`config.mk`:
```
export PLATFORM = sky130hd
export DESIGN_NAME = lcd_timing_gen
export DESIGN_NICKNAME = d
export VERILOG_FILES = /design/src/rtl/lcd_timing_gen.sv
export SDC_FILE = /design/constraint.sdc
export NUM_CORES = 1
export LEC_CHECK = 0
export CORE_AREA = 2 2 112 93
export CTS_CLUSTER_SIZE = 12
export DETAILED_ROUTE_END_ITERATION = 7
export DIE_AREA = 0 0 114 95
export PLACE_DENSITY = 0.86
export SYNTH_ARGS = -nofsm -noshare
export SYNTH_HDL_FRONTEND = slang
export SYNTH_SLANG_ARGS = --single-unit
export TNS_END_PERCENT = 100
```
`constraint.sdc`:
```
create_clock -name i_clk -period 2.72 [get_ports i_clk]
set_input_delay 0.544 -clock i_clk [delete_from_list [all_inputs] [get_ports i_clk]]
set_output_delay 0.544 -clock i_clk [all_outputs]
set_load 0.03 [all_outputs]
```
`src/rtl/lcd_timing_gen.sv`:
```
// LCD/LTM panel raster timing generator with frame-store prefetch addressing and a
// latency-compensated pixel formatter (gray, RGB888, solid mask, colour bars).
module lcd_timing_gen #(
    parameter int H_TOTAL     = 1056,
    parameter int V_TOTAL     = 525,
    parameter int H_ACT_START = 216,
    parameter int H_ACT_W     = 800,
    parameter int V_ACT_START = 35,
    parameter int V_ACT_H     = 480,
    parameter int FETCH_LAT   = 1
) (
    input  logic        i_clk,
    input  logic        i_rst,
    input  logic        i_start,
    input  logic        i_continuous,
    input  logic [1:0]  i_mode,
    input  logic [2:0]  i_rgb_mask,
    input  logic        i_vflip,
    input  logic [23:0] i_data,
    output logic [9:0]  o_addr_x,
    output logic [8:0]  o_addr_y,
    output logic        o_addr_valid,
    output logic        o_HD,
    output logic        o_VD,
    output logic        o_DEN,
    output logic [7:0]  o_R,
    output logic [7:0]  o_G,
    output logic [7:0]  o_B,
    output logic        o_busy,
    output logic        o_frame_done,
    output logic [15:0] o_frame_cnt
);

    localparam int XW    = $clog2(H_TOTAL);
    localparam int YW    = $clog2(V_TOTAL);
    localparam int L     = FETCH_LAT + 1;
    localparam int BAR_W = H_ACT_W / 8;
    localparam int BW    = (BAR_W > 1) ? $clog2(BAR_W) : 1;

    localparam logic [0:0] S_IDLE = 1'b0;
    localparam logic [0:0] S_RUN  = 1'b1;

    logic [0:0]    r_state;
    logic [XW-1:0] r_x;
    logic [YW-1:0] r_y;
    logic [1:0]    r_mode;
    logic [2:0]    r_mask;
    logic          r_vflip;
    logic [15:0]   r_frame_cnt;

    logic          w_busy;
    logic          w_x_end;
    logic          w_y_end;
    logic          w_eof;
    logic          w_h_act;
    logic          w_v_act;
    logic          w_active;
    logic [XW-1:0] w_xoff;
    logic [YW-1:0] w_yoff;
    logic [YW-1:0] w_yrow;

    assign w_busy   = (r_state == S_RUN);
    assign w_x_end  = (r_x == XW'(H_TOTAL - 1));
    assign w_y_end  = (r_y == YW'(V_TOTAL - 1));
    assign w_eof    = w_busy & w_x_end & w_y_end;
    assign w_h_act  = (32'(r_x) >= H_ACT_START) && (32'(r_x) < H_ACT_START + H_ACT_W);
    assign w_v_act  = (32'(r_y) >= V_ACT_START) && (32'(r_y) < V_ACT_START + V_ACT_H);
    assign w_active = w_busy & w_h_act & w_v_act;

    assign w_xoff = r_x - XW'(H_ACT_START);
    assign w_yoff = r_y - YW'(V_ACT_START);
    assign w_yrow = r_vflip ? (YW'(V_ACT_H - 1) - w_yoff) : w_yoff;

    assign o_addr_x     = w_active ? 10'(w_xoff) : '0;
    assign o_addr_y     = w_active ? 9'(w_yrow) : '0;
    assign o_addr_valid = w_active;
    assign o_busy       = w_busy;
    assign o_frame_done = w_eof;
    assign o_frame_cnt  = r_frame_cnt;

    // Raster scan; a start (or a continuous wrap) always restarts at (0,0) and relatches modes.
    always_ff @(posedge i_clk or posedge i_rst) begin
        if (i_rst) begin
            r_state     <= S_IDLE;
            r_x         <= '0;
            r_y         <= '0;
            r_mode      <= '0;
            r_mask      <= '0;
            r_vflip     <= 1'b0;
            r_frame_cnt <= '0;
        end else begin
            case (r_state)
                S_IDLE: begin
                    if (i_start) begin
                        r_state <= S_RUN;
                        r_x     <= '0;
                        r_y     <= '0;
                        r_mode  <= i_mode;
                        r_mask  <= i_rgb_mask;
                        r_vflip <= i_vflip;
                    end
                end
                S_RUN: begin
                    if (w_eof) begin
                        r_frame_cnt <= r_frame_cnt + 16'd1;
                    end
                    if (i_start || (w_eof && i_continuous)) begin
                        r_x     <= '0;
                        r_y     <= '0;
                        r_mode  <= i_mode;
                        r_mask  <= i_rgb_mask;
                        r_vflip <= i_vflip;
                    end else if (w_eof) begin
                        r_state <= S_IDLE;
                        r_x     <= '0;
                        r_y     <= '0;
                    end else if (w_x_end) begin
                        r_x <= '0;
                        r_y <= r_y + 1'b1;
                    end else begin
                        r_x <= r_x + 1'b1;
                    end
                end
                default: r_state <= S_IDLE;
            endcase
        end
    end

    // Bar index of the current pixel: counts BAR_W-pixel runs along the active line.
    logic [BW-1:0] r_bpix;
    logic [2:0]    r_bar;

    always_ff @(posedge i_clk or posedge i_rst) begin
        if (i_rst) begin
            r_bpix <= '0;
            r_bar  <= '0;
        end else if (!w_active || i_start) begin
            r_bpix <= '0;
            r_bar  <= '0;
        end else if (r_bpix == BW'(BAR_W - 1)) begin
            r_bpix <= '0;
            r_bar  <= r_bar + 3'd1;
        end else begin
            r_bpix <= r_bpix + 1'b1;
        end
    end

    logic [L-1:0] r_hd_p;
    logic [L-1:0] r_vd_p;
    logic [L-1:0] r_den_p;
    logic [2:0]   r_bar_p [FETCH_LAT];
    logic         w_hd_raw;
    logic         w_vd_raw;
    logic         w_den_d;
    logic [2:0]   w_bar_d;

    assign w_hd_raw = !(w_busy && (r_x == '0));
    assign w_vd_raw = !(w_busy && (r_y == '0));

    always_ff @(posedge i_clk or posedge i_rst) begin
        if (i_rst) begin
            r_hd_p  <= '1;
            r_vd_p  <= '1;
            r_den_p <= '0;
            for (int i = 0; i < FETCH_LAT; i++) r_bar_p[i] <= '0;
        end else begin
            r_hd_p     <= {r_hd_p[L-2:0], w_hd_raw};
            r_vd_p     <= {r_vd_p[L-2:0], w_vd_raw};
            r_den_p    <= {r_den_p[L-2:0], w_active};
            r_bar_p[0] <= r_bar;
            for (int i = 1; i < FETCH_LAT; i++) r_bar_p[i] <= r_bar_p[i-1];
        end
    end

    // Tap at FETCH_LAT lines up with i_data for the same pixel; the register adds the last stage.
    assign w_den_d = r_den_p[FETCH_LAT-1];
    assign w_bar_d = r_bar_p[FETCH_LAT-1];

    assign o_HD  = r_hd_p[L-1];
    assign o_VD  = r_vd_p[L-1];
    assign o_DEN = r_den_p[L-1];

    logic [7:0] r_r;
    logic [7:0] r_g;
    logic [7:0] r_b;

    always_ff @(posedge i_clk or posedge i_rst) begin
        if (i_rst) begin
            r_r <= '0;
            r_g <= '0;
            r_b <= '0;
        end else if (!w_den_d) begin
            r_r <= '0;
            r_g <= '0;
            r_b <= '0;
        end else begin
            case (r_mode)
                2'b00: begin
                    r_r <= i_data[7:0];
                    r_g <= i_data[7:0];
                    r_b <= i_data[7:0];
                end
                2'b01: begin
                    r_r <= i_data[23:16];
                    r_g <= i_data[15:8];
                    r_b <= i_data[7:0];
                end
                2'b10: begin
                    r_r <= {8{r_mask[2]}};
                    r_g <= {8{r_mask[1]}};
                    r_b <= {8{r_mask[0]}};
                end
                default: begin
                    r_r <= {8{w_bar_d[2]}};
                    r_g <= {8{w_bar_d[1]}};
                    r_b <= {8{w_bar_d[0]}};
                end
            endcase
        end
    end

    assign o_R = r_r;
    assign o_G = r_g;
    assign o_B = r_b;

endmodule

```
==> run metrics <==
initial antenna violation count=0; drt initial violations=~360; clk buf depth=2; internal reg-to-reg setup slack=200 ps; clk sink count=87; Post-synth EDFFs=0; Tmin final=between 3000 and 4000 ps; Root Driver=clkbuf_16; CP Data Required Time=2180 ps; Initial Util=between 40% and 50%; status=complete, but fails checks; diode count=0; Final WS setup=-302.6 ps; Hold Crit Depth=0; routed wire length=about 12000 um; GRT Total Usage=22.62%; CTS HTree Levels=3; failing checks=setup timing; P&R area growth vs syn=45.78%; Crit path largest cell delay=roughly 390 ps; Worst-Skew Late Latency=around 340 ps; P_leak=just under 3 nW; CP endpoint kind=output pin; first-pass GRT wire length=slightly below 20000 um; Min-Delay Path Class=reg -> reg; Worst slew margin=52.69%; IO Port Bufs=98; number of global-route vias before repair=3885; largest net degree at the start of global routing=32; register bit total from synthesis=87; final hold vios=0; Syn. warnings=0; Post-Synth Simple-Gate Area=20.87%; Pwr per Cell Area=between 400 and 500 nW/um2; DR vias=between 3000 and 4000; depth of the most critical reg-to-reg path=8; Yosys cell types=50; Die ar.=around 11000 um2; FFs w/ async S/R, synth=100.0%; Slowest-stage cell, CP=dfrtp_1; Util after Layout=approximately two thirds; Post-Synth Adder-Cell Area=2.583%; Critical Path AT=2480 ps; HPWL after DPL=between 7000 and 8000 um; reg-to-reg startpoint=r_y[7]; Post-Synthesis Cells=roughly 440; Worst IR Drop VDD=around 350 uV; max-slew violations=0; Setup CP Type=reg -> out; Fmax achieved=~0.33 GHz; clock-pin slew on the worst setup and hold paths=approximately 70 ps; CTS tree=done; post-synthesis sequential area ratio=50.06%; layout cell share with drive strength beyond 1=between 20% and 30%; Core Region=9827 um2; Die Ht=about 95 um; mux share of post-synthesis cell area=roughly 2.5%; reg-to-reg endpoint=o_frame_cnt[7]; synthesized area=about 4400 um2; most frequent cells in the layout=dfrtp_1, clkdlybuf4s50_1, nand2_1, buf_4, a21oi_1; most numerous cell on the critical path=buf_4; largest family of logic cells by synthesized area=simple AND/OR/NAND/NOR gates; period utilization=111.1%; post-cts hold buffer count=0; Worst-Margin Slew=around 700 ps; RSZ-0062 raised after global routing=yes; antenna viol nets, final=0; residual DRC count=0; CP Max Fanout=3; total gr overflow=0; vias per inst=between 5 and 6; compound-gate portion of the synthesized area=approximately a tenth; CP Launch Type=flip-flop; end of the worst hold path=r_vd_p[1]; Avg Inst Size Synth=slightly below 10 um2; Avg WL per Cell=between 15 and 20 um; crit-path cells=buf_4, a2111oi_4, buf_4, xnor2_1, ha_2, nand2b_4, xnor2_4, xnor2_2, nor2_2, buf_6; Max-Cap Viols=0; I/O Pins=99; Synth Flop Type=dfrtp_1; xor-xnor portion of the synthesized cell area=slightly above 9%; Hold Startpoint=r_vd_p[0]; FP Rows=33; die width=114 um; final RePlAce weighted congestion=about 0.92; final net count=between 600 and 700; CTS Buf Count=9; router iterations before antenna repair=5; Final Setup Violations=21; commonest non-fill, non-tap cell in the layout=dfrtp_1; Max Clock Skew=around 7 ps; Placement Setup Slack=-0.5425 ps; Post-Syn Nets=484
-- kinds of logic (layout without fill, tap and decap cells) --
| family | after synthesis | count (layout) |
|---|---|---|
| xor gates and xnor gates | 46 | 46 |
| DFF | 87 | 87 |
| and+or+nand+nor | 173 | 173 |
| adders and majority gates | 9 | 9 |
| muxes | 10 | 10 |
| AOI/OAI and AO/OA | 75 | 75 |
| buffers and inverters | 41 | 170 |
-- registers in the layout, summed over array words and instances (netlist names), 3 cells and up --
| register | cells |
|---|---|
| r_bar | 3 |
| o_B | 8 |
| o_R | 8 |
| r_y | 10 |
| r_bar_p | 3 |
| o_frame_cnt | 16 |
| r_bpix | 7 |
| r_x | 11 |
| o_G | 8 |
| r_mask | 3 |
-- worst max-delay path: cells and delay by family (launching register included) --
family          cells  cell delay (ps)
fa+ha+maj           1              240
compound gates      1              320
simple gates        2              270
xor+xnor            3              440
buf+inv             3              470
flops               1              390
-- report_power, final --
part	total [mW]	switching, mW	internal, mW
logic	0.209	0.109	0.0998
clock network	1.38	0.547	0.828
registers	1.35	0.0346	1.31
total	2.93	0.690	2.24
-- final cells by class --
type	instances	area (um2)
clock buffers	9	225.2
fillers	708	3472
repair buffers	139	1364
inverters	15	65.06
clock inverters	7	115.1
flip-flops and latches	87	2185
well taps	122	152.6
multi-input cells	313	2248
-- Yosys cell counts (3+ instances only) --
master | count | area [um2]
or4_1 | 4 | 30.03
clkbuf_1 | 20 | 75.07
nand2b_1 | 3 | 18.77
nand4_1 | 16 | 100.1
o21a_1 | 9 | 67.56
a21oi_1 | 32 | 160.2
xor2_1 | 21 | 183.9
nor2_1 | 33 | 123.9
dfstp_2 | 4 | 105.1
o21ai_0 | 16 | 80.08
mux2_2 | 6 | 67.56
and4_1 | 6 | 52.55
buf_6 | 4 | 45.04
nor3_1 | 9 | 45.04
nor2b_1 | 4 | 25.02
nand3_1 | 14 | 70.07
inv_1 | 14 | 52.55
and3_1 | 18 | 112.6
dfrtp_1 | 83 | 2077
mux2i_1 | 4 | 40.04
nand2_1 | 47 | 176.4
nor4_1 | 4 | 25.02
and2_1 | 6 | 37.54
xnor2_1 | 25 | 219.0
a31oi_1 | 6 | 37.54
ha_1 | 9 | 112.6
-- timing repair --
| action | 4_1_cts | 5_1_grt |
|---|---|---|
| gates cloned | 1 | 0 |
| buffers inserted | 11 | 4 |
| pin swaps | 13 | 9 |
| gates resized for setup | 55 | 22 |
| setup endpoints to repair | 20 | 21 |
-- metrics by stage --
step	TNS [ps]	total power, mW	hold WS (ps)	instances	cell area, um2
2_1_floorplan	-80.26	1.467	345.2	441	4413
3_3_place_gp	0	1.559	347.8	661	5575
3_5_place_dp	-0.5425	1.563	352.2	661	5575
4_1_cts	-4575	2.952	353.3	689	6225
5_1_grt	-6262	3.030	357.9	692	6355
6_report	-4889	2.932	358.3	692	6355
-- how the worst max path moves through the flow --
stage / slack (ps) / end / startpoint
floorplan: -80 / o_addr_y[7] / r_y[0]
global placement: 20 / o_addr_y[7] / r_y[1]
detailed placement: -0.5 / o_addr_y[7] / r_y[1]
CTS: -310 / o_addr_y[7] / r_y[0]
global route: -410 / o_addr_y[7] / r_y[1]
finish: -300 / o_addr_y[7] / r_y[1]
-- metal layers --
| metal | wire, um | global-route usage [%] |
|---|---|---|
| met1 | 5014 | 28.94 |
| met2 | 6084 | 39.34 |
| met3 | 867 | 5.006 |
| met4 | 207 | 5.488 |
| met5 | 0 | 0 |
Note: power is estimated with default switching activity, not from simulation.
